--- config.mk ---
export PLATFORM = sky130hd
export DESIGN_NAME = tt_um_press_counter
export DESIGN_NICKNAME = d
export VERILOG_FILES = /design/src/rtl/tt_um_press_counter.sv
export SDC_FILE = /design/constraint.sdc
export NUM_CORES = 1
export LEC_CHECK = 0
export CORE_MARGIN = 1.5
export CORE_UTILIZATION = 50
export CTS_CLUSTER_DIAMETER = 60
export CTS_CLUSTER_SIZE = 30
export DETAILED_ROUTE_END_ITERATION = 10
export GPL_TIMING_DRIVEN = 1
export HOLD_SLACK_MARGIN = 0.08
export PLACE_DENSITY = 0.77
export SKIP_CTS_REPAIR_TIMING = 1
export SLEW_MARGIN = 20
export SYNTH_ARGS = -nofsm -noshare
export SYNTH_HDL_FRONTEND = slang
export SYNTH_SLANG_ARGS = --single-unit
--- constraint.sdc ---
create_clock -name clk -period 5.1 [get_ports clk]
set_input_delay 1.02 -clock clk [delete_from_list [all_inputs] [get_ports clk]]
set_output_delay 1.02 -clock clk [all_outputs]
set_load 0.005 [all_outputs]
--- src/rtl/tt_um_press_counter.sv ---
`default_nettype none
// ============================================================================
// tt_um_press_counter: synchronised, debounced UP/DOWN/CLEAR press counter.
// Optional status outputs on uio when PRESS_STATUS_EN is defined.  Rev 1.0
// ============================================================================
module tt_um_press_counter #(
  parameter int DEB_CYCLES = 25000,
  parameter int DEB_W      = 15
) (
  input  logic       clk,
  input  logic       rst_n,
  input  logic [7:0] ui_in,
  output logic [7:0] uo_out,
  input  logic [7:0] uio_in,
  output logic [7:0] uio_out,
  output logic [7:0] uio_oe,
  input  logic       ena
);

  localparam int               NUM_BTN  = 3;
  localparam logic [DEB_W-1:0] DEB_LAST = DEB_W'(DEB_CYCLES - 1);

  logic [NUM_BTN-1:0] deb;
  logic [NUM_BTN-1:0] deb_prev_q;
  logic [NUM_BTN-1:0] press;
  logic [7:0]         count_q;
  logic [7:0]         count_d;
  logic               unused_inputs;

  assign unused_inputs = &{1'b0, ena, uio_in, ui_in[7:3]};

  for (genvar b = 0; b < NUM_BTN; b++) begin : g_btn
    logic             sync1_q;
    logic             raw_q;
    logic             deb_q;
    logic             deb_d;
    logic [DEB_W-1:0] cnt_q;
    logic [DEB_W-1:0] cnt_d;

    // Any sample agreeing with the current state restarts the stability window.
    always_comb begin
      deb_d = deb_q;
      cnt_d = '0;
      if (raw_q != deb_q) begin
        if (cnt_q == DEB_LAST) begin
          deb_d = raw_q;
        end else begin
          cnt_d = cnt_q + DEB_W'(1);
        end
      end
    end

    always_ff @(posedge clk or negedge rst_n) begin
      if (!rst_n) begin
        sync1_q <= 1'b0;
        raw_q   <= 1'b0;
        deb_q   <= 1'b0;
        cnt_q   <= '0;
      end else begin
        sync1_q <= ui_in[b];
        raw_q   <= sync1_q;
        deb_q   <= deb_d;
        cnt_q   <= cnt_d;
      end
    end

    assign deb[b] = deb_q;
  end

  assign press = deb & ~deb_prev_q;

  always_comb begin
    count_d = count_q;
    if (press[2]) begin
      count_d = 8'h00;
    end else if (press[0] && !press[1]) begin
      count_d = count_q + 8'd1;
    end else if (press[1] && !press[0]) begin
      count_d = count_q - 8'd1;
    end
  end

  always_ff @(posedge clk or negedge rst_n) begin
    if (!rst_n) begin
      deb_prev_q <= '0;
      count_q    <= 8'h00;
    end else begin
      deb_prev_q <= deb;
      count_q    <= count_d;
    end
  end

  assign uo_out = count_q;

`ifdef PRESS_STATUS_EN
  logic       wrap_flag_q;
  logic       wrap_flag_d;
  logic [7:0] oe_q;

  always_comb begin
    wrap_flag_d = wrap_flag_q;
    if (press[2]) begin
      wrap_flag_d = 1'b0;
    end else if (press[0] && !press[1] && (count_q == 8'hFF)) begin
      wrap_flag_d = 1'b1;
    end else if (press[1] && !press[0] && (count_q == 8'h00)) begin
      wrap_flag_d = 1'b1;
    end
  end

  // Enables are held low in reset so the pads stay inputs until the first clock.
  always_ff @(posedge clk or negedge rst_n) begin
    if (!rst_n) begin
      wrap_flag_q <= 1'b0;
      oe_q        <= 8'h00;
    end else begin
      wrap_flag_q <= wrap_flag_d;
      oe_q        <= 8'h0F;
    end
  end

  assign uio_out = {4'h0, wrap_flag_q, deb};
  assign uio_oe  = oe_q;
`else
  assign uio_out = 8'h00;
  assign uio_oe  = 8'h00;
`endif

endmodule
`default_nettype wire

==> results of run 1 <==
[cell usage in the layout (no fill, tap or decap), drive strengths merged, types with 2 or more instances in the layout]
master         instances
nor4b                  4
and4                   2
a211oi                 5
nor2                  55
nand4                  5
mux2                   3
nor3                  14
and3                  13
nand3                 22
a21oi                  4
xnor2                 18
o21ai                  3
bufinv                 2
nor2b                  2
mux2i                  2
dfrtp                 65
nand2b                 3
o21a                   2
conb                  16
xor2                  27
inv                    6
buf                    2
clkbuf                11
clkdlybuf4s50         11
ha                     9
nand2                 25
[layer usage]
layer  part of all wire  up-vias
met1               0.47     1065
li1                   -     1097
met3              0.037       13
met2               0.47       48
met4              0.023        0
met5                  0        -
[cells in the mapped netlist (4+ instances only)]
master | number | area share
dfrtp_1 | 65 | 0.49
nor2_1 | 54 | 0.061
xor2_1 | 26 | 0.069
nand2_1 | 24 | 0.027
nand3_1 | 20 | 0.030
buf_4 | 19 | 0.043
xnor2_1 | 17 | 0.045
and3_1 | 13 | 0.024
ha_1 | 9 | 0.034
nor3_1 | 9 | 0.014
inv_1 | 6 | 0.0068
nand4_1 | 5 | 0.0094
nor3_2 | 5 | 0.015
a211oi_1 | 4 | 0.0090
a21oi_1 | 4 | 0.0060
[metrics by stage]
stage,cells,util
floorplan,338,-
global placement,406,0.538
detailed placement,406,0.538
CTS,420,0.572
global route,420,0.572
finish,420,0.572
[layout make-up]
cell class / count / area (µm²)
Multi-Input combinational cell: 245 / 1570
Clock buffer: 11 / 151
Tap cell: 77 / 96.3
Inverter: 6 / 22.5
Timing Repair Buffer: 13 / 123
Sequential cell: 65 / 1630
Clock inverter: 3 / 65.1
Fill cell: 551 / 2730
[cell families (layout without fill, tap and decap cells)]
family | after synthesis | count (layout) | share of synthesized area
simple gates | 148 | 148 | 0.227
flops | 65 | 65 | 0.489
xor+xnor | 45 | 45 | 0.123
buf+inv | 28 | 33 | 0.0557
compound gates | 21 | 21 | 0.0478
fa+ha+maj | 10 | 10 | 0.0399
mux | 5 | 5 | 0.0162
other cells | 1 | 16 | 0.00113
[sequential cells by signal (all words and copies together), names as in the netlist]
signal and cells:
deb_prev_q 3, g_btn.cnt_q 45, g_btn.deb_q 3, g_btn.raw_q 3
g_btn.sync1_q 3, uo_out 8
[power groups by stage]
| stage | registers (mW) | logic, mW | clock network (mW) |
|---|---|---|---|
| floorplan | 0.538 | 0.0256 | 0 |
| global placement | 0.539 | 0.0311 | 0 |
| detailed placement | 0.539 | 0.0316 | 0 |
| CTS | 0.530 | 0.0318 | 0.495 |
| global route | 0.530 | 0.0368 | 0.519 |
| finish | 0.530 | 0.0308 | 0.482 |
[how the worst max path moves through the flow]
stage                 to      startpoint  cells after the start
2_1_floorplan  uo_out[6]  g_btn[0].deb_q                      9
3_3_place_gp   uo_out[6]  g_btn[0].deb_q                      9
3_5_place_dp   uo_out[7]  g_btn[0].deb_q                      8
4_1_cts        uo_out[7]  g_btn[0].deb_q                      8
5_1_grt        uo_out[7]  g_btn[0].deb_q                      8
6_report       uo_out[7]  g_btn[0].deb_q                      8
[worst max-delay path: stages (launching register included)]
cell and delay, ps:
dfrtp_1 420, and2b_2 260, nand2_1 240, ha_1 360, a211oi_1 300, o21ai_1 100, a41oi_2 180, mux2i_1 300
mux2i_1 200
==> impl_metrics.tcl, run 1 <==
set metrics [dict create \
    status "completed" \
    gr-usage-met3 0.0501 \
    ff2ff_path_depth 8 \
    dp_slack_ps 2750 \
    avgSynthCellArea_um2 10.3 \
    row_count 29 \
    boundaryPins 43 \
    p_sw_uw 214 \
    cts.clk_slew.worst_paths_ps 70 \
    via_count 2223 \
    wl_per_cell_um 12.7 \
    pwr-share-clk 0.462 \
    die_area_um2 7140 \
    met2_usage 0.262 \
    use_met1 0.213 \
    stdcell_area_um2 3650 \
    synth_edf_count 0 \
    synth.distinct_cells 49 \
    crit_required_ps 5370 \
    tns_ps 0 \
    period_share 0.473 \
    drcViolationCount 0 \
    timing.reg2reg.setup_slack_ps 2690 \
    p_per_area_nw_per_um2 285 \
    synth_ff_type "dfrtp_1" \
    clk_path_buf_depth 2 \
    min_path_type "reg2reg" \
    path_max_fanout 7 \
    async_flop_share 1.00 \
    grt_pass1_vias 2134 \
    p_sw_frac 0.206 \
    cap_violations 0 \
    slew_violations 0 \
    diodes 0 \
    initial_core_util 0.520 \
    die_w_um 84.5 \
    vdd_ir_drop_max_mv 0.140 \
    syn_to_final_growth_pct 9.90 \
    viasPerCell 5.29 \
    total_power_mw 1.04 \
    setup_viol 0 \
    clk_latency_ps 340 \
    port_buffers 12 \
    final.min_clock_period_ps 2410 \
    rsz0062_at_grt "no" \
    grt.overflow.total 0 \
    yosysSeqAreaShare 0.489 \
    clock-sinks 65 \
    antenna_found_initial 0 \
    arrival_ps 2680 \
    grt_start_max_net_pins 66 \
    setup_ws_ps 2690 \
    ys_warn_count 0 \
    timing.fmax_mhz 415 \
    crit_type "reg2reg" \
    power.internal_uw 828 \
    holdWs_ps 347 \
    htreeDepth 3 \
    cp-start-kind "register" \
    hold_path_depth 0 \
    pwr-share-seq 0.508 \
    nets 369 \
    placed_area_um2 3440 \
    worstMarginPinSlew_ps 791 \
    die_h_um 84.5 \
    ys_seq_elements 65 \
    drt_first_pass_iters 4 \
    cts_tree "yes" \
    track_usage 0.168 \
    grt_pass1_wl_um 9470 \
    drive_gt1_frac 0.108 \
    wirelength_um 5350 \
    hpwl_um 3490 \
    worstReg2RegStart "g_btn[0].deb_q" \
    finalHoldViolCount 0 \
    drt_iter0_markers 56 \
    p_leak_nw 1.66 \
    top_usage_layer "met2" \
    ctsRootBufferMaster "clkbuf_8" \
    gp_congestion 0.812 \
    numCtsBuffers 9 \
    timing.rr.end "uo_out[7]" \
    synthCells 323 \
    netlist_area_um2 3320 \
    endpoint_kind "register" \
    fin_worst_skew_ps 8.31 \
    slew_headroom 0.473 \
    hp-start "g_btn[0].sync1_q" \
    ant_nets 0 \
    core_area_um2 6390 \
    hold_end "g_btn[0].raw_q" \
    p_comb_frac 0.030 \
]
(Power assumes the default switching activity.)
==> run 2, diff against run 1 <==
- PLACE_DENSITY: 0.77 -> 0.8
- clock period: 5.1 -> 2.16 ns (I/O delays scaled with it)
==> run 2 against run 1 <==
  * Die area stayed put
  * Clock power is 140% higher
  * Largest power group unchanged
  * Wire length is 6.2% higher
  * Critical path type unchanged
  * Final cell count is 3.3% higher
==> impl_metrics.tcl, run 2 (same netlist as run 1, synthesis figures left out) <==
set metrics [dict create \
    status "completed" \
    timing.reg2reg.setup_slack_ps 90 \
    worstMarginPinSlew_ps 609 \
    row_count 29 \
    nFillCells 531 \
    drt_first_pass_iters 4 \
    final_cell_mix "65 x dfrtp_1, 54 x nor2_1, 26 x xor2_1, 23 x nand2_1, 20 x nand3_1" \
    drcViolationCount 0 \
    largest_reg_flops 45 \
    die_area_um2 7140 \
    total_power_mw 2.50 \
    wirelength_um 5680 \
    placed_area_um2 3530 \
    via_count 2303 \
    final.min_clock_period_ps 2070 \
    cts.clk_slew.worst_paths_ps 70 \
    boundaryPins 43 \
    hold_end "g_btn[0].raw_q" \
    core_area_um2 6390 \
    diodes 0 \
    timing.fmax_mhz 483 \
    timing.rr.end "uo_out[4]" \
    min_path_type "reg2reg" \
    drive_gt1_frac 0.148 \
    period_share 0.958 \
    endpoint_kind "register" \
    grt_pass1_wl_um 10100 \
    cp-start-kind "register" \
    die_h_um 84.5 \
    crit_required_ps 2440 \
    final_util 0.592 \
    die_w_um 84.5 \
    dp_slack_ps -69.7 \
    hold_path_depth 0 \
    antenna_found_initial 0 \
    htreeDepth 3 \
    rsz0062_at_grt "yes" \
    crit_type "reg2reg" \
    grt_pass1_vias 2263 \
    drt_iter0_markers 85 \
    numCtsBuffers 9 \
    p_leak_nw 1.72 \
    vdd_ir_drop_max_mv 0.464 \
    p_per_area_nw_per_um2 662 \
    port_buffers 12 \
    regMostFlops "g_btn.cnt_q" \
    syn_to_final_growth_pct 13.7 \
    gp_congestion 0.813 \
    grt.overflow.total 0 \
    clk_path_buf_depth 2 \
    cap_violations 0 \
    arrival_ps 2350 \
    slew_violations 0 \
    setup_viol 0 \
    clock-sinks 65 \
    cts_tree "yes" \
    hp-start "g_btn[0].sync1_q" \
    fin_worst_skew_ps 9.86 \
    track_usage 0.180 \
    initial_core_util 0.520 \
    viasPerCell 5.31 \
    ctsRootBufferMaster "clkbuf_8" \
    slew_headroom 0.593 \
    stdcell_area_um2 3780 \
    clk_latency_ps 340 \
    ff2ff_path_depth 9 \
    grt_start_max_net_pins 47 \
    setup_ws_ps 91.0 \
    finalHoldViolCount 0 \
    wl_per_cell_um 13.1 \
    ant_nets 0 \
    holdWs_ps 345 \
    layout_commonest_cell "dfrtp_1" \
    worstReg2RegStart "deb_prev_q[0]" \
    nets 381 \
    hpwl_um 3910 \
    path_max_fanout 7 \
]
-- run 2: power by group --
part	switching (mW)	internal, mW
registers	0.0136	1.24
logic	0.0536	0.0248
clock network	0.467	0.709
-- run 2: worst max-delay path by stage --
stage | startpoint | endpoint | slack [ps] | cells past startpoint
floorplan | g_btn[0].deb_q | uo_out[6] | 30 | 9
global route | deb_prev_q[0] | uo_out[4] | -30 | 9
finish | deb_prev_q[0] | uo_out[4] | 90 | 9
global placement | g_btn[0].deb_q | uo_out[6] | -10 | 9
detailed placement | g_btn[0].deb_q | uo_out[6] | -70 | 9
CTS | g_btn[0].deb_q | uo_out[6] | -110 | 9
-- run 2: cell type report --
type                    instances  area, µm²  area share
clock buffers                  11        151      0.0401
clock inverters                 5       77.6      0.0205
inverters                       6       22.5     0.00596
multi-input cells             245       1580       0.417
flip-flops and latches         65       1630       0.430
well taps                      77       96.3      0.0255
repair buffers                 25        228      0.0602
-- run 2: critical path: stages, from the launching register on --
cell and delay [ps]:
dfrtp_1 350, and2b_2 240, nand2_4 90, ha_1 340, nor2b_1 150, o21a_2 200
buf_4 130, o21a_1 160, o31ai_1 210, and2_1 150
-- run 2: layer usage --
layer / track usage / share of wire
met1: 0.225 / 0.47
met2: 0.279 / 0.48
met3: 0.0600 / 0.036
met4: 0.0909 / 0.018
met5: 0 / 0
-- run 2: stage by stage --
step	TNS, ps	cells
global placement	-14.5	417
global route	-47.5	434
floorplan	0	338
finish	0	434
detailed placement	-73.1	417
CTS	-150	433
==> run 3, diff against run 2 <==
- REMOVE_ABC_BUFFERS: not set -> 1
==> run 3 against run 2 <==
  * Setup slack got worse by 27 ps
  * Cell area fell by 0.76%
  * Final cell count rose by 0.46%
  * Global-route usage fell by 1.0 points
  * Critical endpoint is now uo_out[7]
  * Sequential share of layout area rose by 0.33 points
  * Count of clock-buffer cells in the layout rose by 5
  * Non-clock buffer count rose by 2
  * Die area did not move
  * Clock skew fell by 5.1 ps
==> impl_metrics.tcl, run 3 (same netlist as run 1, synthesis figures left out) <==
set metrics [dict create \
    status "completed" \
    stdcell_count 436 \
    nets 383 \
    wirelength_um 5590 \
    cts.clk_slew.worst_paths_ps 70 \
    core_area_um2 6390 \
    final_cell_mix "65 x dfrtp_1, 54 x nor2_1, 26 x xor2_1, 23 x nand2_1, 20 x nand3_1" \
    path_max_fanout 6 \
    wl_met3_um 174 \
    p_leak_nw 1.69 \
    final.min_clock_period_ps 2100 \
    cp-start-kind "register" \
    finalHoldViolCount 0 \
    drt_first_pass_iters 4 \
    placed_area_um2 3550 \
    viasPerCell 5.22 \
    setup_viol 0 \
    dpl.cell_count 420 \
    total_power_mw 2.17 \
    die_h_um 84.5 \
    grt_start_max_net_pins 34 \
    hpwl_um 3800 \
    die_w_um 84.5 \
    drt_iter0_markers 130 \
    slew_violations 0 \
    boundaryPins 43 \
    wl_met2_um 2700 \
    grt.overflow.total 0 \
    min_path_type "in2async" \
    diodes 0 \
    track_usage 0.169 \
    period_share 0.970 \
    ctsRootBufferMaster "clkbuf_8" \
    gp_congestion 0.767 \
    cap_violations 0 \
    regMostFlops "g_btn.cnt_q" \
    vdd_ir_drop_max_mv 0.482 \
    layout_commonest_cell "dfrtp_1" \
    nFillCells 536 \
    crit_required_ps 2420 \
    arrival_ps 2360 \
    grt_pass1_vias 2162 \
    worstMarginPinSlew_ps 724 \
    holdWs_ps 153 \
    wl_met1_um 2610 \
    wl_per_cell_um 12.8 \
    syn_to_final_growth_pct 12.9 \
    drive_gt1_frac 0.148 \
    slew_headroom 0.517 \
    row_count 29 \
    antenna_found_initial 0 \
    timing.fmax_mhz 477 \
    endpoint_kind "register" \
    rsz0062_at_grt "yes" \
    clk_latency_ps 330 \
    drcViolationCount 0 \
    port_buffers 12 \
    die_area_um2 7140 \
    largest_reg_flops 45 \
    numCtsBuffers 9 \
    htreeDepth 3 \
    grt_pass1_wl_um 9690 \
    initial_core_util 0.520 \
    top_layer "met4" \
    fin_worst_skew_ps 4.80 \
    clk_path_buf_depth 2 \
    crit_type "reg2reg" \
    clock-sinks 65 \
    cts_tree "yes" \
    multiInputGateArea_um2 1620 \
    seqCellArea_um2 1630 \
    stdcell_area_um2 3750 \
    via_count 2276 \
    ant_nets 0 \
    p_per_area_nw_per_um2 578 \
]
## run 3: cell count changes in the layout (fill, tap and decap cells not counted), sizes merged
cell         before  now
buf              13   16
clkinvlp          1    0
dlygate4sd3       1    0
clkbuf           11   16
bufinv            2    0
clkinv            2    0
## run 3: routing by layer
| metal | track usage | vias to the layer above |
|---|---|---|
| met5 | 0 | - |
| met3 | 0.0324 | 10 |
| met4 | 0.0748 | 0 |
| met1 | 0.231 | 1106 |
| met2 | 0.266 | 42 |
| li1 | - | 1118 |
## run 3: stage by stage
step / TNS, ps / util / worst slack, ps
floorplan: 0 / - / 34.0
global placement: -88.8 / 0.556 / -48.4
detailed placement: -171 / 0.556 / -92.2
CTS: -250 / 0.580 / -107
global route: -117 / 0.587 / -54.0
finish: 0 / 0.587 / 63.9
## run 3: final timing paths
check	startpoint	to	slack [ps]	cells past startpoint
worst max-delay path	deb_prev_q[0]	uo_out[7]	60	8
worst min-delay path	rst_n	g_btn[2].cnt_q[14]	150	1
worst max register to register	deb_prev_q[0]	uo_out[7]	60	8
worst min register to register	g_btn[2].sync1_q	g_btn[2].raw_q	350	0
max in group asynchronous	rst_n	g_btn[1].cnt_q[12]	1380	2
min in group clk	g_btn[2].sync1_q	g_btn[2].raw_q	350	0
## run 3: critical path, stage by stage (launching register included)
cell	delay (ps)
dfrtp_1	360
and2b_2	240
nand2_4	90
ha_1	310
a211oi_2	230
o21ai_1	110
a41oi_2	210
mux2i_2	280
mux2i_1	200
## run 3: where the power goes
group	total [mW]	internal [mW]	switching (mW)	leakage [nW]
logic	0.0764	0.0234	0.0530	0.726
registers	1.25	1.24	0.0144	0.887
clock network	0.840	0.421	0.419	0.0730
## run 3: final cells by class
cell class                 count  area share
clock buffer                  16      0.0400
inverter                       6     0.00600
multi-input combinational    245       0.431
sequential                    65       0.434
tap                           77      0.0257
timing repair buffer          27      0.0640
